===== config.mk =====
export PLATFORM = sky130hd
export DESIGN_NAME = div_unit
export DESIGN_NICKNAME = d
export VERILOG_FILES = /design/src/rtl/div_unit.sv
export SDC_FILE = /design/constraint.sdc
export NUM_CORES = 1
export LEC_CHECK = 0
export CORE_MARGIN = 5
export CORE_UTILIZATION = 25
export DETAILED_ROUTE_END_ITERATION = 8
export SYNTH_ARGS = -nofsm -noshare
export SYNTH_HDL_FRONTEND = slang
export SYNTH_SLANG_ARGS = --single-unit

===== constraint.sdc =====
create_clock -name i_clk -period 5.3 [get_ports i_clk]
set_input_delay 1.59 -clock i_clk [delete_from_list [all_inputs] [get_ports i_clk]]
set_output_delay 1.59 -clock i_clk [all_outputs]
set_load 0.05 [all_outputs]

===== src/rtl/div_unit.sv =====
// div_unit: iterative radix-2 restoring RV32M divider (DIV/DIVU/REM/REMU), one quotient bit per clock.
module div_unit #(
  parameter int XLEN = 32
) (
  input  logic            i_clk,
  input  logic            i_reset,
  input  logic            i_start,
  input  logic [1:0]      i_op,
  input  logic [XLEN-1:0] i_rs1_data,
  input  logic [XLEN-1:0] i_rs2_data,
  input  logic [4:0]      i_rd_addr,
  input  logic            i_kill,
  output logic            o_busy,
  output logic            o_done,
  output logic [4:0]      o_rd_addr,
  output logic [XLEN-1:0] o_rd_data,
  output logic            o_rd_wren
);
  localparam int CW = $clog2(XLEN);
  localparam logic [XLEN-1:0] MIN_NEG = {1'b1, {(XLEN-1){1'b0}}};
  typedef enum logic [1:0] {IDLE, CALC, DONE} state_t;
  state_t          state_q, state_d;
  logic [CW-1:0]   cnt_q, cnt_d;
  logic [XLEN-1:0] dvs_q, dvs_d, rem_q, rem_d, quo_q, quo_d, rd_data_q, rd_data_d;
  logic [4:0]      rd_addr_q, rd_addr_d;
  logic            sel_rem_q, sel_rem_d, neg_quo_q, neg_quo_d, neg_rem_q, neg_rem_d;
  logic            signed_op, rs1_neg, rs2_neg, div_zero, overflow, last;
  logic [XLEN-1:0] rs1_mag, rs2_mag, special_res, quo_nxt, rem_nxt, quo_fix, rem_fix;
  logic [XLEN:0]   trial, diff;

  always_comb begin
    signed_op   = ~i_op[0];
    rs1_neg     = signed_op & i_rs1_data[XLEN-1];
    rs2_neg     = signed_op & i_rs2_data[XLEN-1];
    rs1_mag     = rs1_neg ? -i_rs1_data : i_rs1_data;
    rs2_mag     = rs2_neg ? -i_rs2_data : i_rs2_data;
    div_zero    = i_rs2_data == '0;
    overflow    = signed_op && i_rs1_data == MIN_NEG && i_rs2_data == '1;
    special_res = i_op[1] ? (div_zero ? i_rs1_data : '0) : (div_zero ? '1 : MIN_NEG);
  end

  // The shifted partial remainder needs one extra bit so the borrow of the trial subtract is visible.
  always_comb begin
    trial   = {rem_q, quo_q[XLEN-1]};
    diff    = trial - {1'b0, dvs_q};
    rem_nxt = diff[XLEN] ? trial[XLEN-1:0] : diff[XLEN-1:0];
    quo_nxt = {quo_q[XLEN-2:0], ~diff[XLEN]};
    quo_fix = neg_quo_q ? -quo_nxt : quo_nxt;
    rem_fix = neg_rem_q ? -rem_nxt : rem_nxt;
    last    = cnt_q == CW'(XLEN-1);
  end

  always_comb begin
    state_d   = state_q;
    cnt_d     = cnt_q;
    dvs_d     = dvs_q;
    rem_d     = rem_q;
    quo_d     = quo_q;
    rd_data_d = rd_data_q;
    rd_addr_d = rd_addr_q;
    sel_rem_d = sel_rem_q;
    neg_quo_d = neg_quo_q;
    neg_rem_d = neg_rem_q;
    case (state_q)
      IDLE: begin
        if (i_start && !i_kill) begin
          rd_addr_d = i_rd_addr;
          sel_rem_d = i_op[1];
          if (div_zero || overflow) begin
            rd_data_d = special_res;
            state_d   = DONE;
          end else begin
            dvs_d     = rs2_mag;
            quo_d     = rs1_mag;
            rem_d     = '0;
            neg_quo_d = rs1_neg ^ rs2_neg;
            neg_rem_d = rs1_neg;
            cnt_d     = '0;
            state_d   = CALC;
          end
        end
      end
      CALC: begin
        if (i_kill) begin
          state_d = IDLE;
        end else begin
          rem_d = rem_nxt;
          quo_d = quo_nxt;
          cnt_d = last ? cnt_q : cnt_q + CW'(1);
          if (last) begin
            rd_data_d = sel_rem_q ? rem_fix : quo_fix;
            state_d   = DONE;
          end
        end
      end
      DONE:    state_d = IDLE;
      default: state_d = IDLE;
    endcase
  end

  always_ff @(posedge i_clk or negedge i_reset) begin
    if (!i_reset) begin
      state_q   <= IDLE;
      cnt_q     <= '0;
      dvs_q     <= '0;
      rem_q     <= '0;
      quo_q     <= '0;
      rd_data_q <= '0;
      rd_addr_q <= '0;
      sel_rem_q <= 1'b0;
      neg_quo_q <= 1'b0;
      neg_rem_q <= 1'b0;
    end else begin
      state_q   <= state_d;
      cnt_q     <= cnt_d;
      dvs_q     <= dvs_d;
      rem_q     <= rem_d;
      quo_q     <= quo_d;
      rd_data_q <= rd_data_d;
      rd_addr_q <= rd_addr_d;
      sel_rem_q <= sel_rem_d;
      neg_quo_q <= neg_quo_d;
      neg_rem_q <= neg_rem_d;
    end
  end

  assign o_busy    = state_q != IDLE;
  assign o_done    = state_q == DONE;
  assign o_rd_wren = o_done && (rd_addr_q != 5'd0) && !i_kill;
  assign o_rd_addr = rd_addr_q;
  assign o_rd_data = rd_data_q;
endmodule


==> Yosys cells after proc, flatten, opt, wreduce, memory -nomap -nowiden <==
Cells that the tools add are included.
{ "word_totals": {"regBits": 143, "output_inout_bits": 40} }
{ "op_classes": {"add_sub_neg": 6, "n_eq_ne": 12, "muxes": 32, "bitwise_logic": 6, "reduce_logical": 18} }
{ "op_table": {"columns": ["op", "count"], "rows": [
  ["32-bit 2-to-1 mux", 18],
  ["32-bit case mux with 2 select lines", 3],
  ["32-bit negator", 4],
  ["32-bit == test (second input constant)", 2],
  ["33-bit by 32-bit subtractor with 33-bit output", 1],
  ["32-bit logical NOT", 1],
  ["31-bit 2-to-1 mux", 1],
  ["5-bit 2-to-1 mux", 4],
  ["2-bit inequality test (second input constant)", 6],
  ["5-bit case mux with 2 select lines", 1],
  ["5-bit AND reduction", 2],
  ["2-bit 2-to-1 mux", 4],
  ["5-bit by 1-bit adder with 5-bit output (second input constant)", 1],
  ["5-bit == test (second input constant)", 1],
  ["1-bit logical AND", 5],
  ["5-bit nonzero test", 1],
  ["2-bit case mux with 2 select lines", 1],
  ["2-bit AND reduction", 2],
  ["4-bit AND reduction", 1],
  ["2-bit nonzero test", 2],
  ["3-bit inequality test (second input constant)", 1],
  ["1-bit inverter", 3],
  ["3-bit AND reduction", 1],
  ["1-bit bitwise AND", 2],
  ["other kinds (6)", 6]
]} }

==> Depth between registers and ports, before layout <==
{ "logic_depth": {"depth_word": 8, "ltp_mapped": 24} }

==> Worst setup path before layout <==
OpenSTA, ideal clock, no wires.
{ "synth_timing": {"kind": "register to register", "startpoint": "register quo_q[31]", "endpoint": "register rd_data_q[24] (netlist: o_rd_data[24])", "arrival_ps": 4870, "t_required_ps": 5218, "slack_ps": 348, "path_stages_with_launch": 25, "cell_sequence": "dfrtp_1 inv_1 ha_1 inv_1 fa_1 a211oi_1 o211ai_2 nand3_1 a21oi_1 nor3_4 nor2_8 inv_2 buf_2 buf_2 buf_2 ha_1 nand2_1 or2_2 or3_1 or2_2 o41ai_1 xor2_1 o221ai_1 o21ai_0 a31oi_1"} }
{ "synth_via": {"elab_chain_len": 8} }
{ "synth_rtl": {"columns": ["item", "line_no", "rtl"], "rows": [
  ["start, declared", "24", "logic [XLEN-1:0] dvs_q, dvs_d, rem_q, rem_d, quo_q, quo_d, rd_data_q, rd_data_d;"],
  ["start signal, assigned", "118", "quo_q <= quo_d;"],
  ["33-bit by 32-bit subtractor with 33-bit output", "45", "diff = trial - {1'b0, dvs_q};"],
  ["32-bit 2-to-1 mux or 1-bit inverter (tied branches)", "46, 47", null],
  ["32-bit negator (on tied branches)", "49, 48", null],
  ["32-bit 2-to-1 mux (on tied branches)", "49, 48", null],
  ["32-bit 2-to-1 mux *", "91", "rd_data_d = sel_rem_q ? rem_fix : quo_fix;"],
  ["32-bit 2-to-1 mux *", "90", "if (last) begin"],
  ["32-bit 2-to-1 mux *", "84", "if (i_kill) begin"],
  ["32-bit case mux with 2 select lines *", "64", "case (state_q)"],
  ["end signal, assigned", "119", "rd_data_q <= rd_data_d;"],
  ["end, declared", "24", null]
]} }
Mark *: on every way between the ends. The rest lies on a longest branch, timed or not. The select of a mux whose other input is x is not followed.
A chain may end at the register's enable or synchronous reset.

==> Worst setup path after layout <==
{ "layout_timing": {"startpoint": "register rem_q[20]", "endpoint": "register rd_data_q[24] (netlist: o_rd_data[24])"} }
{ "layout_via": {"elab_chain_len": 8} }
{ "layout_rtl": {"columns": ["item", "line_no", "rtl"], "rows": [
  ["start, declared", "24", null],
  ["start signal, assigned", "117", "rem_q <= rem_d;"],
  ["33-bit by 32-bit subtractor with 33-bit output", "45", null],
  ["32-bit 2-to-1 mux or 1-bit inverter (tied branches)", "46, 47", null],
  ["32-bit negator (on tied branches)", "49, 48", null],
  ["32-bit 2-to-1 mux (on tied branches)", "49, 48", null],
  ["32-bit 2-to-1 mux *", "91", null],
  ["32-bit 2-to-1 mux *", "90", null],
  ["32-bit 2-to-1 mux *", "84", null],
  ["32-bit case mux with 2 select lines *", "64", null]
]} }
Marks and branches as above.

==> flow_metrics.env <==
export IMPL_status="finished, final reports clean"
export IMPL_slowest_delay_ns=0.48
export IMPL_cts_tree="done"
export IMPL_layout_nets=1678
export IMPL_first_iter_violations=814
export IMPL_htree_levels=4
export IMPL_fin_crit_ns=4.88
export IMPL_ir_drop_mv=0.232
export IMPL_initial_core_util=0.254
export IMPL_ant_nets=0
export IMPL_n_antenna_cell=0
export IMPL_dieWidth_um=225
export IMPL_io_pins=115
export IMPL_ys_seq_area_frac=0.309
export IMPL_async_reset_ff_frac=1.00
export IMPL_place_gp_congestion=0.899
export IMPL_cts_buffers=17
export IMPL_synth_edf_count=0
export IMPL_synth_seq_cells=143
export IMPL_cp_slowest_cell="dfrtp_1"
export IMPL_core_area_um2=45600
export IMPL_crit_fanout=6
export IMPL_clock_skew_ns=0.0169
export IMPL_max_freq_ghz=0.205
export IMPL_hpwl_mm=30.4
export IMPL_drive_above_1_share=0.0768
export IMPL_area_growth_pct=20.8
export IMPL_overflow=0
export IMPL_fin_ws_ns=0.418
export IMPL_yosysWarnings=0
export IMPL_place_area_um2=13400
export IMPL_die_h_um=225
export IMPL_path_class="reg2reg"
export IMPL_synth_cells=1481
export IMPL_crit_arrival_ns=5.19
export IMPL_start_kind="flip-flop"
export IMPL_wirelength_mm=39.4
export IMPL_synth_ff_type="dfrtp_1"
export IMPL_worst_slew_pin_slew_ns=1.04
export IMPL_syn_area_per_cell_um2=7.81
export IMPL_vias=11400
export IMPL_tns_ns=0
export IMPL_grt_pass1_wl_mm=62.1
export IMPL_insertion_delay_ns=0.44
export IMPL_whs_ns=0.540
export IMPL_report_final_slew_viol_count=0
export IMPL_route_detailed_drc=0
export IMPL_first_pass_iters=5
export IMPL_p_per_area_nw_per_um2=289
export IMPL_design_area_um2=14000
export IMPL_finalSetupViolations=0
export IMPL_worstPathCellList="ha_1, a21oi_1, o21ai_2, a211o_1, a221o_1, nor3_4, nor2_8, inv_2, ha_1, nand2_1, or2_2, or3_1, or2_2, o41ai_1, xor2_1, o221ai_1, o21ai_0, a31oi_1"
export IMPL_ys_types=83
export IMPL_viasPerCell=5.25
export IMPL_antenna_found_initial=0
export IMPL_cp_data_required_time_ns=5.61
export IMPL_grt_pass1_vias=11200
export IMPL_rows=78
export IMPL_die_area_um2=50700
export IMPL_synth_nets=1596
export IMPL_leakage_nw=5.57
export IMPL_netlist_area_um2=11600
export IMPL_hp_class="reg2reg"
export IMPL_dp_slack_ns=0.217
export IMPL_cts_root_buf="clkbuf_16"
export IMPL_grt_max_degree=87
export IMPL_slew_headroom=0.308
export IMPL_maxCapViolCount=0
export IMPL_wl_per_cell_um=18.1
export IMPL_max_clock_path_buffers=2
export IMPL_fin_crit_sh=0.921
export IMPL_grtUsageTotal=0.153
export IMPL_cts_sinks=143
export IMPL_portBuffers=114
export IMPL_hold_viol=0
export IMPL_end_kind="flip-flop"
export IMPL_clk_pin_slew_ns=0.07
export IMPL_rsz0062_at_grt="false"
-- worst max-delay path: cells and delay by family (launching register included) --
kind	cells	cell delay, ns
AOI/OAI and AO/OA	8	1.84
xor gates and xnor gates	1	0.22
adders and majority gates	2	0.62
buffers and inverters	1	0.06
DFF	1	0.48
and+or+nand+nor	6	1.53
-- synthesized netlist by cell type (6+ instances only) --
| master | count | area (um^2) |
|---|---|---|
| o221ai_1 | 14 | 123 |
| o211ai_1 | 9 | 67.6 |
| a22o_1 | 8 | 70.1 |
| a21oi_1 | 127 | 636 |
| nor2_1 | 120 | 450 |
| a211oi_1 | 10 | 75.1 |
| or4_1 | 8 | 60.1 |
| o41ai_1 | 9 | 78.8 |
| ha_1 | 39 | 488 |
| nor3_1 | 30 | 150 |
| nand2b_1 | 12 | 75.1 |
| buf_2 | 22 | 110 |
| mux2i_1 | 17 | 170 |
| or2_2 | 8 | 50.1 |
| o21ai_0 | 192 | 961 |
| or3_1 | 24 | 150 |
| nor2b_1 | 8 | 50.1 |
| nand4_1 | 15 | 93.8 |
| a31oi_1 | 17 | 106 |
| nand2_1 | 198 | 743 |
| a21o_1 | 12 | 90.1 |
| nor4_1 | 10 | 62.6 |
| o31ai_1 | 26 | 195 |
| inv_1 | 55 | 206 |
| mux2_2 | 14 | 158 |
| clkbuf_1 | 55 | 206 |
| dfrtp_1 | 143 | 3580 |
| nand3_1 | 22 | 110 |
| xnor2_1 | 70 | 613 |
| o21ai_1 | 8 | 40.0 |
| xor2_1 | 63 | 552 |
| and2_1 | 6 | 37.5 |
| o21a_1 | 8 | 60.1 |
-- cell type report --
cell class | instances | area, um^2
Sequential cell | 143 | 3580
Multi-Input combinational cell | 1196 | 7440
Clock buffer | 17 | 425
Tap cell | 600 | 751
Clock inverter | 15 | 149
Fill cell | 4770 | 31600
Inverter | 58 | 218
Timing Repair Buffer | 147 | 1420
-- cell usage in the layout (no fill, tap or decap), types with 30 or more instances in the layout --
cell type | netlist | final
a21oi_1 | 127 | 126
buf_4 | 0 | 31
clkdlybuf4s50_1 | 0 | 113
dfrtp_1 | 143 | 143
ha_1 | 39 | 39
inv_1 | 55 | 55
nand2_1 | 198 | 198
nor2_1 | 120 | 120
nor3_1 | 30 | 30
o21ai_0 | 192 | 192
xnor2_1 | 70 | 70
xor2_1 | 63 | 63
-- path summary, 6_finish.rpt --
check                         startpoint       endpoint  slack (ns)  cells after the start
min in group asynchronous        i_reset       dvs_q[5]        1.21                      1
max in group asynchronous        i_reset      rem_q[26]        3.08                      2
min reg2reg                o_rd_data[28]  o_rd_data[28]        0.54                      2
max reg2reg                    rem_q[20]  o_rd_data[24]        0.42                     18
max                            rem_q[20]  o_rd_data[24]        0.42                     18
min                        o_rd_data[28]  o_rd_data[28]        0.54                      2
-- cells by family after synthesis --
kind of cell,synth area share
DFF,0.309
muxes,0.0283
AOI/OAI and AO/OA,0.270
and+or+nand+nor,0.198
buffers and inverters,0.0500
adders and majority gates,0.0439
xor gates and xnor gates,0.101
-- stage by stage --
| stage | cells | utilization | total power, mW |
|---|---|---|---|
| finish | 2176 | 0.307 | 4.05 |
| global route | 2176 | 0.307 | 4.29 |
| CTS | 2176 | 0.307 | 4.06 |
| detailed placement | 2144 | 0.294 | 2.85 |
| global placement | 2144 | 0.294 | 2.82 |
| floorplan | 1481 | - | 2.39 |
-- power breakdown --
group | internal, mW | total (mW) | switching [mW] | leakage [nW]
sequential | 1.24 | 1.41 | 0.172 | 1.88
clock | 0.661 | 1.21 | 0.548 | 0.278
combinational | 0.556 | 1.43 | 0.873 | 3.41
total | 2.45 | 4.05 | 1.59 | 5.57
-- layer usage --
layer | wire [um] | up-vias | global-route usage
met5 | 0 | - | 0
met4 | 1680 | 0 | 0.0738
met3 | 1690 | 87 | 0.0251
met2 | 19900 | 306 | 0.270
met1 | 16200 | 5529 | 0.180
li1 | - | 5501 | -
-- sequential cells by signal, indices dropped and copies added, names as in the netlist, 2 cells and up --
register and count:
quo_q 32, dvs_q 32, state_q 2, o_rd_data 32, rem_q 32, o_rd_addr 5, cnt_q 5
-- timing repair --
| item | 4_1_cts | 5_1_grt |
|---|---|---|
| endpoints found under the hold margin | 0 | 0 |
| buffers inserted | 0 | 0 |
| endpoints found under the setup margin | 0 | 1 |
| resized for setup | 0 | 1 |
| hold buffers | 0 | 0 |
Power figures use the tool's default switching activity.
